`config.mk`:
```
export PLATFORM = sky130hd
export DESIGN_NAME = fetch_queue_ctrl_flat
export DESIGN_NICKNAME = d
export VERILOG_FILES = /design/src/rtl/fetch_queue_ctrl_pkg.sv /design/src/rtl/fetch_queue_ctrl_if.sv /design/src/rtl/fetch_queue_ctrl_fifo.sv /design/src/rtl/fetch_queue_ctrl.sv /design/src/flat_wrapper.sv
export SDC_FILE = /design/constraint.sdc
export NUM_CORES = 1
export LEC_CHECK = 0
export ABC_AREA = 0
export CORE_AREA = 2 2 90 109
export DETAILED_ROUTE_END_ITERATION = 7
export DIE_AREA = 0 0 92 111
export PLACE_DENSITY = 0.78
export SYNTH_ARGS = -nofsm -noshare
export SYNTH_HDL_FRONTEND = slang
export SYNTH_HIERARCHICAL = 1
export SYNTH_SLANG_ARGS = --single-unit
```
`constraint.sdc`:
```
create_clock -name clk -period 3.5 [get_ports clk]
set_clock_uncertainty 0.2 [all_clocks]
set_input_delay 0.875 -clock clk [delete_from_list [all_inputs] [get_ports clk]]
set_output_delay 0.875 -clock clk [all_outputs]
set_load 0.01 [all_outputs]
```
`src/rtl/fetch_queue_ctrl_pkg.sv`:
```
// Shared types for the instruction-fetch front end: default widths,
// the fetch FSM state and the queue entry layout.
package fetch_pkg;

    localparam int FETCH_ADDR_W  = 8;
    localparam int FETCH_INSTR_W = 16;

    typedef enum logic {
        RUN    = 1'b0,
        HALTED = 1'b1
    } fetch_state_t;

    // One prefetch queue entry: the fetched word together with its PC.
    typedef struct packed {
        logic [FETCH_ADDR_W-1:0]  pc;
        logic [FETCH_INSTR_W-1:0] instr;
    } fetch_entry_t;

endpackage

```
`src/rtl/fetch_queue_ctrl_if.sv`:
```
// Bundle of fetch-unit signals: redirect/halt control, instruction-memory
// port and the decode-side instruction stream.
//
// Decode handshake: instr_valid/instr_out/instr_pc are driven by the fetch
// unit and held stable while instr_valid=1 and instr_ready=0. A transfer
// happens on every rising clk edge where instr_valid and instr_ready are both 1;
// instr_valid never depends combinationally on instr_ready.
interface fetch_queue_ctrl_if
    import fetch_pkg::*;
#(
    parameter int ADDR_W  = FETCH_ADDR_W,
    parameter int INSTR_W = FETCH_INSTR_W,
    parameter int DEPTH   = 4
);
    logic                       jump_en;
    logic [ADDR_W-1:0]          jump_addr;
    logic                       halt;
    logic                       im_req;
    logic [ADDR_W-1:0]          im_addr;
    logic [INSTR_W-1:0]         im_rdata;
    logic                       instr_valid;
    logic                       instr_ready;
    logic [INSTR_W-1:0]         instr_out;
    logic [ADDR_W-1:0]          instr_pc;
    logic [$clog2(DEPTH+1)-1:0] q_count;
    fetch_state_t               state_dbg;

    // Fetch-unit side.
    modport master (
        input  jump_en, jump_addr, halt, im_rdata, instr_ready,
        output im_req, im_addr, instr_valid, instr_out, instr_pc, q_count, state_dbg
    );

    // Environment side (core pipeline + instruction memory).
    modport slave (
        output jump_en, jump_addr, halt, im_rdata, instr_ready,
        input  im_req, im_addr, instr_valid, instr_out, instr_pc, q_count, state_dbg
    );
endinterface

```
`src/rtl/fetch_queue_ctrl_fifo.sv`:
```
// Synchronous prefetch FIFO. Pointers wrap naturally because DEPTH is a
// power of two; flush empties the queue and wins over push in the same cycle.
module fetch_fifo
    import fetch_pkg::*;
#(
    parameter int  DEPTH   = 4,
    parameter type entry_t = fetch_entry_t
) (
    input  logic                       clk,
    input  logic                       rstn,
    input  logic                       push,
    input  entry_t                     push_data,
    input  logic                       pop,
    input  logic                       flush,
    output entry_t                     head,
    output logic [$clog2(DEPTH+1)-1:0] count
);
    localparam int PTR_W = $clog2(DEPTH);
    localparam int CNT_W = $clog2(DEPTH+1);

    entry_t           mem_q [DEPTH];
    logic [PTR_W-1:0] wr_ptr_q, wr_ptr_d;
    logic [PTR_W-1:0] rd_ptr_q, rd_ptr_d;
    logic [CNT_W-1:0] count_q, count_d;
    logic             do_push, do_pop;

    // Next-state for pointers and occupancy; a pop on an empty queue is ignored.
    always_comb begin
        do_push  = push & ~flush;
        do_pop   = pop & (count_q != '0);
        wr_ptr_d = wr_ptr_q;
        rd_ptr_d = rd_ptr_q;
        count_d  = count_q;
        if (flush) begin
            wr_ptr_d = '0;
            rd_ptr_d = '0;
            count_d  = '0;
        end else begin
            if (do_push) wr_ptr_d = wr_ptr_q + 1'b1;
            if (do_pop)  rd_ptr_d = rd_ptr_q + 1'b1;
            case ({do_push, do_pop})
                2'b10:   count_d = count_q + 1'b1;
                2'b01:   count_d = count_q - 1'b1;
                default: count_d = count_q;
            endcase
        end
    end

    // Pointer and occupancy registers.
    always_ff @(posedge clk or negedge rstn) begin
        if (!rstn) begin
            wr_ptr_q <= '0;
            rd_ptr_q <= '0;
            count_q  <= '0;
        end else begin
            wr_ptr_q <= wr_ptr_d;
            rd_ptr_q <= rd_ptr_d;
            count_q  <= count_d;
        end
    end

    // Entry storage; contents are don't-care until written.
    always_ff @(posedge clk) begin
        if (do_push) mem_q[wr_ptr_q] <= push_data;
    end

    assign head  = mem_q[rd_ptr_q];
    assign count = count_q;

    // The issue credit check upstream must make a push into a full queue impossible.
    a_no_overflow: assert property (@(posedge clk) disable iff (!rstn)
        !(do_push && !do_pop && (count_q == CNT_W'(DEPTH))));

endmodule

```
`src/rtl/fetch_queue_ctrl.sv`:
```
// Instruction-fetch front end: owns the PC, issues 1-cycle-latency reads,
// tags returning words with their PC and queues them for decode.
module fetch_queue_ctrl
    import fetch_pkg::*;
#(
    parameter int                ADDR_W   = FETCH_ADDR_W,
    parameter int                INSTR_W  = FETCH_INSTR_W,
    parameter int                DEPTH    = 4,
    parameter logic [ADDR_W-1:0] RESET_PC = '0
) (
    input  logic               clk,
    input  logic               rstn,
    fetch_queue_ctrl_if.master bus
);
    localparam int CNT_W = $clog2(DEPTH+1);

    typedef struct packed {
        logic [ADDR_W-1:0]  pc;
        logic [INSTR_W-1:0] instr;
    } entry_t;

    fetch_state_t      state_q;
    logic [ADDR_W-1:0] pc_q, pc_d;
    logic [ADDR_W-1:0] tag_q, tag_d;
    logic              inflight_q, inflight_d;
    logic              issue, kill, push, pop;
    logic [CNT_W:0]    credit_used;
    logic [CNT_W-1:0]  count;
    entry_t            push_entry, head_entry;

    // Issue/credit logic and next PC. A read is only issued when the queue
    // has room for it plus the one already in flight, so a return can always
    // be pushed. The return that coincides with a redirect is stale and is
    // dropped (kill); the flush clears the queue in that same cycle.
    always_comb begin
        credit_used = {1'b0, count} + {{CNT_W{1'b0}}, inflight_q};
        issue       = rstn & (state_q == RUN) & ~bus.halt & ~bus.jump_en
                    & (credit_used < (CNT_W+1)'(DEPTH));
        kill        = bus.jump_en;
        push        = inflight_q & ~kill;
        pop         = (count != '0) & bus.instr_ready;
        push_entry.pc    = tag_q;
        push_entry.instr = bus.im_rdata;
        pc_d        = pc_q;
        tag_d       = tag_q;
        inflight_d  = issue;
        if (bus.jump_en) begin
            pc_d = bus.jump_addr;
        end else if (issue) begin
            pc_d  = pc_q + 1'b1;
            tag_d = pc_q;
        end
    end

    // PC, in-flight flag and tag of the outstanding read.
    always_ff @(posedge clk or negedge rstn) begin
        if (!rstn) begin
            pc_q       <= RESET_PC;
            tag_q      <= RESET_PC;
            inflight_q <= 1'b0;
        end else begin
            pc_q       <= pc_d;
            tag_q      <= tag_d;
            inflight_q <= inflight_d;
        end
    end

    // Run/halt FSM; a redirect while halted does not change the state.
    always_ff @(posedge clk or negedge rstn) begin
        if (!rstn) begin
            state_q <= RUN;
        end else begin
            case (state_q)
                RUN:     if (bus.halt)  state_q <= HALTED;
                HALTED:  if (!bus.halt) state_q <= RUN;
                default: state_q <= RUN;
            endcase
        end
    end

    fetch_fifo #(
        .DEPTH   (DEPTH),
        .entry_t (entry_t)
    ) u_fifo (
        .clk       (clk),
        .rstn      (rstn),
        .push      (push),
        .push_data (push_entry),
        .pop       (pop),
        .flush     (bus.jump_en),
        .head      (head_entry),
        .count     (count)
    );

    assign bus.im_req      = issue;
    assign bus.im_addr     = pc_q;
    assign bus.instr_valid = (count != '0);
    assign bus.instr_out   = head_entry.instr;
    assign bus.instr_pc    = head_entry.pc;
    assign bus.q_count     = count;
    assign bus.state_dbg   = state_q;

endmodule

```
`src/flat_wrapper.sv`:
```
// flat-port wrapper written by rule: the top's interface ports become plain ports
module fetch_queue_ctrl_flat import fetch_pkg::*;
#(
    parameter int                ADDR_W   = FETCH_ADDR_W,
    parameter int                INSTR_W  = FETCH_INSTR_W,
    parameter int                DEPTH    = 4,
    parameter logic [ADDR_W-1:0] RESET_PC = '0
)
  (clk, rstn, bus_jump_en, bus_jump_addr, bus_halt, bus_im_rdata, bus_instr_ready, bus_im_req, bus_im_addr, bus_instr_valid, bus_instr_out, bus_instr_pc, bus_q_count, bus_state_dbg);
  fetch_queue_ctrl_if #(.ADDR_W(ADDR_W), .INSTR_W(INSTR_W), .DEPTH(DEPTH)) bus_i ();
  input  logic clk;
  input  logic rstn;
  input wire logic [$bits(bus_i.jump_en)-1:0] bus_jump_en;
  input wire logic [$bits(bus_i.jump_addr)-1:0] bus_jump_addr;
  input wire logic [$bits(bus_i.halt)-1:0] bus_halt;
  input wire logic [$bits(bus_i.im_rdata)-1:0] bus_im_rdata;
  input wire logic [$bits(bus_i.instr_ready)-1:0] bus_instr_ready;
  output wire logic [$bits(bus_i.im_req)-1:0] bus_im_req;
  output wire logic [$bits(bus_i.im_addr)-1:0] bus_im_addr;
  output wire logic [$bits(bus_i.instr_valid)-1:0] bus_instr_valid;
  output wire logic [$bits(bus_i.instr_out)-1:0] bus_instr_out;
  output wire logic [$bits(bus_i.instr_pc)-1:0] bus_instr_pc;
  output wire logic [$bits(bus_i.q_count)-1:0] bus_q_count;
  output wire logic [$bits(bus_i.state_dbg)-1:0] bus_state_dbg;
  assign bus_i.jump_en = bus_jump_en;
  assign bus_i.jump_addr = bus_jump_addr;
  assign bus_i.halt = bus_halt;
  assign bus_i.im_rdata = bus_im_rdata;
  assign bus_i.instr_ready = bus_instr_ready;
  assign bus_im_req = bus_i.im_req;
  assign bus_im_addr = bus_i.im_addr;
  assign bus_instr_valid = bus_i.instr_valid;
  assign bus_instr_out = bus_i.instr_out;
  assign bus_instr_pc = bus_i.instr_pc;
  assign bus_q_count = bus_i.q_count;
  assign bus_state_dbg = bus_i.state_dbg;
  fetch_queue_ctrl #(.ADDR_W(ADDR_W), .INSTR_W(INSTR_W), .DEPTH(DEPTH), .RESET_PC(RESET_PC)) u_core (.clk(clk), .rstn(rstn), .bus(bus_i));
endmodule
```
==> results.json <==
{
  "status": "completed",
  "ys.flop_type": "edfxtp_1",
  "layout_min_cycle_time_ns": 3.429,
  "die_y_um": 111,
  "syn-cell-area_um2": 4848,
  "cap_violations": 0,
  "io_buffers": 66,
  "htreeDepth": 4,
  "worstMarginPinSlew_ns": 0.3766,
  "finalNetCount": 383,
  "synth_nets": 297,
  "synth_common_cells": "edfxtp_1 (96), nand2_1 (29), dfrtp_1 (25)",
  "dp_hpwl_mm": 5.132,
  "min_path_type": "register to register",
  "first_pass_iters": 4,
  "ir_drop_uv": 378.4,
  "min_to": "u_core/u_fifo/mem_q[0][17]$_DFFE_PP_",
  "synth_edf_count": 96,
  "worstPathMaxFanout": 2,
  "ys.warnings.count": 6,
  "tns_ns": 0,
  "ys_seq_elements": 121,
  "clk_pin_slew_ns": 0.06,
  "holdBufCountCts": 0,
  "fp.dieArea_um2": 10210,
  "ys_seq_area_frac": 0.7236,
  "period_share": 0.9797,
  "yosysUniqueCellTypes": 43,
  "clock_latency_ns": 0.39,
  "grt_pass1_vias": 2829,
  "worstSetupPathType": "input port to output pin",
  "netlist_top_cells_area": "edfxtp_1 (59%), dfrtp_1 (13%), mux4_2 (11%)",
  "startpoint_type": "input port",
  "initial_core_util": 0.5229,
  "cts_setup_buffers": 0,
  "relSlewSlack": 0.7490,
  "insertedDiodeCount": 0,
  "placementRows": 39,
  "wire_per_inst_um": 18.42,
  "grt_overflow": 0,
  "rr_worst_depth": 7,
  "cp.required_ns": 2.42,
  "vias": 2651,
  "hold_violations": 0,
  "cts_tree": "done",
  "hold_depth": 0,
  "hold_start": "u_core/tag_q[1]$_DFFE_PN0P_",
  "max_freq_ghz": 0.2916,
  "regToRegStartpoint": "u_core/u_fifo/count[1]$_DFFE_PN0P_",
  "grt_usage": 0.1916,
  "finalPower_mw": 3.296,
  "p_per_area_nw_per_um2": 532.2,
  "antenna_found_initial": 0,
  "yosysTopAreaCellShare": 0.5946,
  "core-area_um2": 9271,
  "ioPinCount": 67,
  "place.gp.congestion": 0.8147,
  "maxSlewViolCount": 0,
  "die_x_um": 92,
  "cts_sinks": 121,
  "drt-vias-per-instance": 5.489,
  "drc": 0,
  "rsz0062_at_grt": "no",
  "synth.most_common_cell": "edfxtp_1",
  "dp_slack_ns": 0.05866,
  "ys_async_sr_fraction": 0.2066,
  "ant_nets": 0,
  "syn_to_final_growth_pct": 27.74,
  "finalWirelength_mm": 8.896,
  "syn_inst": 262,
  "r2r_setup_slack_ns": 0.66,
  "cp-end-kind": "output pin",
  "leakage_nw": 2.211,
  "clock_tree.root_cell": "clkbuf_16",
  "clockBufferDepth": 2,
  "first_iter_violations": 191,
  "cp.arrival_ns": 2.35,
  "synth_top_area_cell": "edfxtp_1",
  "worst_slack_ns": 0.07115,
  "cts_resized": 0,
  "avgSynthCellArea_um2": 18.51,
  "r2r-end": "u_core/u_fifo/count[1]$_DFFE_PN0P_",
  "grt_max_degree": 26,
  "drive_gt1_frac": 0.2111,
  "cts_buffers": 17,
  "setup_viol": 0,
  "grt_first_pass_wirelength_mm": 14.60
}
worst max path at each step:
| stage | from | end | slack (ns) |
|---|---|---|---|
| 6_report | rstn | bus_im_req | 0.07 |
| 4_1_cts | rstn | bus_im_req | 0.05 |
| 3_5_place_dp | rstn | bus_im_req | 0.06 |
| 5_1_grt | rstn | bus_im_req | 0.02 |
| 3_3_place_gp | rstn | bus_im_req | 0.06 |
| 2_1_floorplan | bus_jump_en | u_core/u_fifo/count[1]$_DFFE_PN0P_ | 0.57 |
registers in the layout, indices dropped and copies added, names as in the netlist:
name,flops
u_core/u_fifo/mem_q,96
u_core/bus.im_addr,8
u_core/bus.state_dbg,1
u_core/u_fifo/wr_ptr_q,2
u_core/tag_q,8
u_core/u_fifo/count,3
u_core/inflight_q,1
u_core/u_fifo/rd_ptr_q,2
cells in the final DEF (no fill, tap or decap), drive strengths merged, types with 2 or more instances in the layout:
master	count
ha	5
clkinv	10
xnor2	4
xor2	2
a31oi	3
a221o	5
and2	5
inv	7
nand2	29
nand3	3
nor2b	2
mux4	24
clkdlybuf4s50	66
clkbuf	17
o21ai	5
dfrtp	25
a21o	5
nor2	11
buf	12
nor3	4
a32oi	2
edfxtp	96
stage by stage:
| step | cells | hold slack, ns | utilization | area, um^2 |
|---|---|---|---|---|
| after floorplan | 262 | 0.2758 | - | 4848 |
| after global placement | 452 | 0.2897 | 0.6111 | 5665 |
| after detailed placement | 452 | 0.3121 | 0.6111 | 5665 |
| after CTS | 483 | 0.3286 | 0.6680 | 6193 |
| after global routing | 483 | 0.3544 | 0.6680 | 6193 |
| final | 483 | 0.3267 | 0.6680 | 6193 |
cell type report:
cell class	instances	area, um^2
multi-input cells	126	1224
fillers	639	3078
clock buffers	17	425.4
well taps	123	153.9
flip-flops and latches	121	3510
repair buffers	78	763.2
inverters	4	15.01
clock inverters	14	102.6
metal layers:
metal | global-route usage | vias to the layer above | share of wire
met3 | 0.04827 | 2 | 0.050
met1 | 0.2364 | 1346 | 0.40
met5 | 0 | - | 0
met4 | 0.06965 | 0 | 0.0044
li1 | - | 1209 | -
met2 | 0.3279 | 94 | 0.54
cell families after synthesis:
| group | count (synthesis) | share of synthesized area |
|---|---|---|
| xor gates and xnor gates | 6 | 0.01084 |
| DFF | 121 | 0.7236 |
| buffers and inverters | 15 | 0.02400 |
| adders and majority gates | 6 | 0.01703 |
| and+or+nand+nor | 63 | 0.06813 |
| AOI/OAI and AO/OA | 26 | 0.04284 |
| muxes | 25 | 0.1135 |
power breakdown:
| group | switching, mW | internal [mW] | total (mW) |
|---|---|---|---|
| logic | 0.0607 | 0.0769 | 0.138 |
| registers | 0.0426 | 1.60 | 1.65 |
| clock network | 0.609 | 0.903 | 1.51 |
| total | 0.712 | 2.58 | 3.30 |
critical path, cell delays in order:
cell and delay, ns:
clkdlybuf4s50_1 0.50, nor4b_4 0.27, nand3b_4 0.11, inv_2 0.07, clkdlybuf4s50_1 0.53
Note: power is estimated with default switching activity, not from simulation.
